<file path="src/rtl/regfile_write_arbiter_pkg.sv">
// Shared pipeline definitions for the register-file write arbiter.
//   arb_state_e   : arbiter FSM encoding (PRIO_A, FORCE_B)
//   DATA_W_DEF    : default write-data width
//   ADDR_W_DEF    : default register-index width
//   CNT_W/CNT_MAX : starvation counter width and saturation value
package regfile_write_arbiter_pkg;

  localparam int DATA_W_DEF = 32;
  localparam int ADDR_W_DEF = 5;

  localparam int         CNT_W   = 4;
  localparam logic [3:0] CNT_MAX = 4'hF;

  typedef enum logic {
    PRIO_A  = 1'b0,  // A wins a tie
    FORCE_B = 1'b1   // B has starved; B wins a tie until it transfers
  } arb_state_e;

endpackage

</file>
<file path="src/rtl/regfile_write_arbiter.sv">
// Two-requester write-port arbiter in front of the register file.
// A (pipeline writeback) normally wins; B (mul/div writeback) is forced a
// grant once it has waited STARVE_LIMIT consecutive cycles. The winning
// request is registered and drives the register-file write port one cycle
// after the transfer. Writes to register 0 are accepted but dropped.
//   Clock, Reset_n           : clock, async active-low reset
//   A_valid/A_reg/A_data     : A request     A_ready : A accepted this cycle
//   B_valid/B_reg/B_data     : B request     B_ready : B accepted this cycle
//   RegWrite/Write_register/Write_data : registered register-file write port
//   B_forced                 : FSM is in FORCE_B
module regfile_write_arbiter
  import regfile_write_arbiter_pkg::*;
#(
  parameter int DATA_W       = DATA_W_DEF,
  parameter int ADDR_W       = ADDR_W_DEF,
  parameter int STARVE_LIMIT = 4
) (
  input  logic              Clock,
  input  logic              Reset_n,
  input  logic              A_valid,
  input  logic [ADDR_W-1:0] A_reg,
  input  logic [DATA_W-1:0] A_data,
  output logic              A_ready,
  input  logic              B_valid,
  input  logic [ADDR_W-1:0] B_reg,
  input  logic [DATA_W-1:0] B_data,
  output logic              B_ready,
  output logic              RegWrite,
  output logic [ADDR_W-1:0] Write_register,
  output logic [DATA_W-1:0] Write_data,
  output logic              B_forced
);

  localparam logic [CNT_W-1:0] LIMIT = CNT_W'(STARVE_LIMIT);

  arb_state_e        state_q, state_d;
  logic [CNT_W-1:0]  cnt_q, cnt_d;
  logic              we_q, we_d;
  logic [ADDR_W-1:0] wreg_q, wreg_d;
  logic [DATA_W-1:0] wdata_q, wdata_d;

  logic              a_rdy, b_rdy, xfer;
  logic [ADDR_W-1:0] sel_reg;
  logic [DATA_W-1:0] sel_data;

  // Grant: depends only on valids and state. Reset_n gates it so nothing is
  // accepted while the block is held in reset.
  always_comb begin
    a_rdy = 1'b0;
    b_rdy = 1'b0;
    if (Reset_n) begin
      if (state_q == FORCE_B) begin
        b_rdy = B_valid;
        a_rdy = A_valid & ~B_valid;
      end else begin
        a_rdy = A_valid;
        b_rdy = B_valid & ~A_valid;
      end
    end
  end

  assign A_ready  = a_rdy;
  assign B_ready  = b_rdy;
  assign xfer     = a_rdy | b_rdy;
  assign sel_reg  = b_rdy ? B_reg  : A_reg;
  assign sel_data = b_rdy ? B_data : A_data;

  // Starvation counter and FSM. The FSM looks at the next counter value so
  // that B is forced in the cycle right after its STARVE_LIMIT-th lost cycle.
  always_comb begin
    cnt_d   = cnt_q;
    state_d = state_q;
    if (!B_valid || b_rdy)  cnt_d = '0;
    else if (cnt_q != CNT_MAX) cnt_d = cnt_q + 1'b1;

    unique case (state_q)
      PRIO_A:  if (cnt_d >= LIMIT) state_d = FORCE_B;
      FORCE_B: if (b_rdy)          state_d = PRIO_A;
      default: state_d = PRIO_A;
    endcase
  end

  // Write port: index/data follow any transfer; enable suppressed for $zero.
  always_comb begin
    we_d    = xfer && (sel_reg != '0);
    wreg_d  = wreg_q;
    wdata_d = wdata_q;
    if (xfer) begin
      wreg_d  = sel_reg;
      wdata_d = sel_data;
    end
  end

  always_ff @(posedge Clock or negedge Reset_n) begin
    if (!Reset_n) begin
      state_q <= PRIO_A;
      cnt_q   <= '0;
      we_q    <= 1'b0;
      wreg_q  <= '0;
      wdata_q <= '0;
    end else begin
      state_q <= state_d;
      cnt_q   <= cnt_d;
      we_q    <= we_d;
      wreg_q  <= wreg_d;
      wdata_q <= wdata_d;
    end
  end

  assign RegWrite       = we_q;
  assign Write_register = wreg_q;
  assign Write_data     = wdata_q;
  assign B_forced       = (state_q == FORCE_B);

endmodule

</file>
<file path="config.mk">
export PLATFORM = sky130hd
export DESIGN_NAME = regfile_write_arbiter
export DESIGN_NICKNAME = d
export VERILOG_FILES = /design/src/rtl/regfile_write_arbiter_pkg.sv /design/src/rtl/regfile_write_arbiter.sv
export SDC_FILE = /design/constraint.sdc
export NUM_CORES = 1
export LEC_CHECK = 0
export ABC_AREA = 1
export CORE_UTILIZATION = 39
export CTS_BUF_LIST = sky130_fd_sc_hd__clkbuf_4
export CTS_CLUSTER_DIAMETER = 60
export DETAILED_ROUTE_END_ITERATION = 10
export PLACE_DENSITY_LB_ADDON = 0.25
export RECOVER_POWER = 25
export SETUP_SLACK_MARGIN = 0.02
export SLEW_MARGIN = 10
export SYNTH_ARGS = -nofsm -noshare
export SYNTH_HDL_FRONTEND = slang
export SYNTH_SLANG_ARGS = --single-unit
</file>
<file path="constraint.sdc">
create_clock -name Clock -period 1.43 [get_ports Clock]
set_input_delay 0.2145 -clock Clock [delete_from_list [all_inputs] [get_ports Clock]]
set_output_delay 0.2145 -clock Clock [all_outputs]
set_load 0.02 [all_outputs]
</file>
==> results of run 1 <==
==> per-stage QoR <==
stage | instance area [um2] | hold WS [ns] | worst slack (ns) | total power (uW)
global placement | 3330 | 0.212 | -0.320 | 3300
global route | 3570 | 0.407 | -0.0963 | 4280
floorplan | 2000 | -0.0811 | 0.157 | 2370
finish | 3570 | 0.394 | -0.0520 | 4060
detailed placement | 3330 | 0.221 | -0.315 | 3340
CTS | 3390 | 0.389 | -0.0312 | 3950
==> kinds of logic (layout without fill, tap and decap cells) <==
group	count (synthesis)	in the layout	share of synthesized area, %
xor gates and xnor gates	1	1	0.438
and+or+nand+nor	168	168	35.1
buffers and inverters	30	171	7.14
AOI/OAI and AO/OA	10	10	2.88
DFF	43	43	53.9
adders and majority gates	1	1	0.626
==> flip-flops by register name (all words and copies together) (netlist names) <==
signal / count
B_forced: 1
RegWrite: 1
cnt_q: 4
Write_data: 32
Write_register: 5
==> final timing paths <==
path | from | end | slack [ns] | cells past startpoint
max | B_forced | A_ready | -0.05 | 5
min | Reset_n | B_forced | 0.39 | 5
min reg2reg | Write_data[12] | Write_data[12] | 0.49 | 2
max in group asynchronous | Reset_n | Write_data[3] | 0.34 | 4
min in group asynchronous | Reset_n | Write_data[30] | 0.44 | 3
max reg2reg | B_forced | Write_data[6] | 0 | 9
==> synth_stat cells (2+ instances only) <==
cell / number / area share (%)
nor2_1: 3 / 0.56
nand2_1: 119 / 22
buf_2: 6 / 1.5
inv_2: 4 / 0.75
dfrtp_1: 43 / 54
nand4_1: 4 / 1.3
inv_1: 15 / 2.8
o21ai_0: 4 / 1.0
o21ai_1: 3 / 0.75
buf_4: 4 / 1.5
nand3_1: 38 / 9.5
o21ai_2: 2 / 0.88
==> cell type report <==
class / instances / area [um2] / area share (%)
Clock inverter: 1 / 30.0 / 0.840
Multi-Input combinational cell: 180 / 807 / 22.6
Clock buffer: 6 / 45.0 / 1.26
Tap cell: 67 / 83.8 / 2.35
Sequential cell: 43 / 1080 / 30.1
Timing Repair Buffer: 145 / 1450 / 40.7
Inverter: 19 / 78.8 / 2.21
==> worst max-delay path, cell delays in order, from the launching register on <==
cell and delay [ns]:
dfrtp_1 0.45, buf_6 0.14, nand2_4 0.04, nand3_2 0.07, inv_2 0.09, buf_6 0.12
==> power breakdown <==
| group | internal [uW] | total, uW | switching, uW |
|---|---|---|---|
| Sequential | 1480 | 1620 | 143 |
| Combinational | 789 | 1670 | 882 |
| Clock | 380 | 774 | 394 |
==> per-layer routing <==
metal	vias up	routed length (um)
met2	101	3280
met5	-	0
met1	1032	2540
met4	0	163
met3	14	523
li1	1082	-
==> what timing repair did <==
item	4_1_cts	5_1_grt
hold buffers	1	0
gates resized for setup	55	18
gates cloned	0	5
endpoints found under the hold margin	14	0
setup endpoints to repair	65	43
buffers inserted	1	4
==> results.cfg, run 1 <==
[synth]
async_reset_ff_share_pct = 100
synthCells = 253
ys.flop_type = dfrtp_1
synth_warnings = 0
ys_seq_area_share_pct = 53.9
syn-cell-area_um2 = 2000
synth.distinct_cells = 20
synth-edff-count = 0
post_synth.cell_area_avg_um2 = 7.90
synth_nets = 332
synth-seq-cells = 43

[placed_design]
gp_congestion = 0.804
io_buffers = 118
dp_cells = 443
hpwlAfterDp_um = 4340

[floorplanning]
die_w_um = 73.6
ioPinCount = 119
fp.coreArea_um2 = 4820
die_height_um = 73.6
die_area_um2 = 5410
initial_core_util_pct = 41.5
rows = 25

[detailed_routing]
drc = 0
drtPass1Iterations = 4
wl_per_cell_um = 14.1
wirelength_um = 6520
drt_iter0_drc = 125
viasPerCell = 4.84
vias = 2229
ant_nets = 0

[cts]
cts.clk_slew.worst_paths_ns = 0.13
cts_buffer_depth = 2
numCtsBuffers = 5
cts_sinks = 43
cts_root_buf = clkbuf_4
cts_tree = built
cts_htree_levels = 2
insertion_delay_ns = 0.36

[timing]
timing.final.crit_period_ns = 1.48
timing.final.crit_share_pct = 104
hold_viol = 0
rsz0062_at_grt = true
max_slew.worst_pin.slew_ns = 0.424
setup_slack_ns = -0.0520
max_slew_margin_pct = 71.7
fmax_mhz = 675
slew_violations = 0
tns_ns = -0.0934
finClkSkew_ns = 0.0200
setup_viol = 3

[power_and_ir_drop]
power.density_nw_per_um2 = 1140
ir_worst_vdd_mv = 0.597
leakagePower_uw = 0.00180

[global_routing]
busiest_layer = met2
grt_pass1_vias = 2049
use_met1_pct = 26.2
grt_overflow = 0
use_met2_pct = 40.0
met3_usage_pct = 7.96
antenna_found_initial = 0
grt_use_total_pct = 22.8
grt_pass1_wl_um = 9320
grt_max_degree = 33

[layout]
drive_gt1_share_pct = 12.7
fillers = 399
instances_no_fill = 461
layout_commonest_cell = nand2_1
antenna_cells = 0
layout_common_cells = 117 x nand2_1, 76 x clkdlybuf4s50_1, 43 x dfrtp_1, 38 x dlygate4sd2_1, 36 x nand3_1
syn_to_final_growth_pct = 78.9
final_util_pct = 74.2
fin_nets = 473

[critical_path]
startpoint_type = flop
path_max_fanout = 3
crit_required_ns = 1.22
arrival_ns = 1.27
path_class = reg2out
critPathCaptureType = output port

[worst_hold_path]
holdCritPathClass = in2reg

[flow_run]
cap_viol_max_count = 0

[run_status]
outcome = finished, violations left
violations = setup timing
No activity file was read; power rests on OpenSTA's default activity.
==> inputs of run 2 (changes only) <==
Settings changed: CORE_ASPECT_RATIO from default to 0.8.
==> run 2 against run 1 <==
- the run still ends with setup timing left
- critical path depth unchanged
- combinational power about the same
- non-clock buffer count decreased by 1
- clock-buffer cell count unchanged
- core utilization decreased by 0.22 points
- power decreased by 5.1%
- sequential share of layout area increased by 0.44 points
- global-route usage increased by 0.21 points
- die area about the same
==> results.cfg, run 2 (same netlist as run 1, synthesis figures left out) <==
[detailed_routing]
met1_length_um = 2490
wl_met3_um = 644
drt_iter0_drc = 64
wl_met2_um = 2800
dr.max_layer_used = met4
viasPerCell = 4.83
wirelength_um = 5990
vias = 2194
ant_nets = 0
drc = 0
drtPass1Iterations = 4
wl_per_cell_um = 13.2

[timing]
rsz0062_at_grt = true
max_slew_margin_pct = 32.6
setup_viol = 1
setup_slack_ns = -0.00991
slew_violations = 0
max_slew.worst_pin.slew_ns = 1.01
timing.final.crit_share_pct = 101
finClkSkew_ns = 0.00698
timing.final.crit_period_ns = 1.44
hold_slack_ns = 0.339
hold_viol = 0
fmax_mhz = 694

[layout]
syn_to_final_growth_pct = 76.3
fin_nets = 472
largest_register_ffs = 32
instances_no_fill = 454
fin_area_um2 = 3520
drive_gt1_share_pct = 14.2
multi_input_area_um2 = 845
antenna_cells = 0
area.sequential_um2 = 1080
fillers = 407
layout_common_cells = 114 x nand2_1, 76 x clkdlybuf4s50_1, 43 x dfrtp_1, 38 x dlygate4sd2_1, 34 x nand3_1
layout_commonest_cell = nand2_1

[critical_path]
critPathSlowestCell = dfrtp_1
crit_required_ns = 1.22
crit_chain = buf_6, nand2_4, nand3_2, inv_2, buf_6
critPathCaptureType = output port
ff2ff_setup_slack_ns = 0.04
cpMostUsedCell = buf_6
arrival_ns = 1.23
path_delay_family = flip-flops
critPathMaxStageDelay_ns = 0.43
path_class = reg2out
startpoint_type = flop
crit_buf_inv = 3
path_max_fanout = 3

[global_routing]
grt_pass1_wl_um = 9320
grt_max_degree = 33
grt_overflow = 0
grt_pass1_vias = 2076
grt_use_total_pct = 23.0
antenna_found_initial = 0

[worst_hold_path]
holdCritPathClass = in2async

[cts]
numCtsBuffers = 5
cts_tree = built
cts_root_buf = clkbuf_4
cts_buffer_depth = 2
cts.clk_slew.worst_paths_ns = 0.13
cts_sinks = 43
cts_htree_levels = 2
insertion_delay_ns = 0.34

[power_and_ir_drop]
power.density_nw_per_um2 = 1090
p_comb_share_pct = 42.5
swShare_pct = 36.4
internal_power_uw = 2450
clkPwrFrac_pct = 15.4
finalPower_uw = 3860
switching_power_uw = 1400
ir_worst_vdd_mv = 0.640
power_frac_seq_pct = 42.1
leakagePower_uw = 0.00177

[run_status]
violations = setup timing
outcome = finished, violations left

[floorplanning]
ioPinCount = 119
initial_core_util_pct = 42.0
die_height_um = 66.0
die_area_um2 = 5420
fp.coreArea_um2 = 4760
die_w_um = 82.0
rows = 22

[placed_design]
dp_cells = 436
io_buffers = 118
dpl-instance-area_um2 = 3310
hpwlAfterDp_um = 4200
gp_congestion = 0.771

[flow_run]
cap_viol_max_count = 0
## run 2: cell count changes in the layout (fill, tap and decap cells not counted), moves of 2 or more
cell | previous run | this run
buf_4 | 12 | 14
nand3_1 | 36 | 34
nand3_2 | 3 | 5
clkbuf_16 | 4 | 2
nand2_2 | 1 | 4
nand2_1 | 117 | 114
## run 2: tightest hold or removal path: stages
cell and delay (ns):
buf_2 0.13, clkbuf_1 0.27, clkbuf_2 0.55
## run 2: repair_timing
action / 4_1_cts / 5_1_grt
gates cloned: 0 / 2
buffers inserted: 1 / 6
resized for setup: 54 / 28
hold endpoints to repair: 19 / 0
endpoints found under the setup margin: 56 / 60
hold buffers: 1 / 0
## run 2: path summary, 6_finish.rpt
kind / start / cells after the start / end
worst max register to register: B_forced / 9 / Write_data[14]
worst min register to register: Write_data[20] / 2 / Write_data[20]
worst max-delay path: B_forced / 5 / A_ready
worst min-delay path: Reset_n / 3 / cnt_q[0]
max in group asynchronous: Reset_n / 3 / Write_data[6]
min in group Clock: B_data[21] / 3 / Write_data[21]
## run 2: power by group through the flow
| stage | sequential, uW | clock, uW | combinational [uW] |
|---|---|---|---|
| after floorplan | 1970 | 0 | 403 |
| after global placement | 1640 | 0 | 1650 |
| after detailed placement | 1660 | 0 | 1670 |
| after CTS | 1620 | 607 | 1520 |
| after global routing | 1660 | 669 | 1790 |
| final | 1620 | 595 | 1640 |
## run 2: final cells by class
class / count / share of cell area [%]
clock inverter: 2 / 0.355
clock buffer: 6 / 1.28
multi-input combinational: 180 / 24.0
timing repair buffer: 144 / 39.6
inverter: 19 / 2.17
sequential: 43 / 30.5
tap: 60 / 2.13
## run 2: stage by stage
stage,util [%],setup TNS (ns),setup WS [ns]
2_1_floorplan,-,0,0.157
3_3_place_gp,69.5,-7.10,-0.321
3_5_place_dp,69.5,-7.95,-0.316
4_1_cts,70.3,-0.00765,-0.00609
5_1_grt,74.0,-0.241,-0.0866
6_report,74.0,-0.00991,-0.00991
## run 2: per-layer routing
metal  GRT usage, %  up-vias
li1               -     1078
met1           26.5     1007
met2           40.3      103
met3           8.14        6
met4           5.92        0
met5              0        -
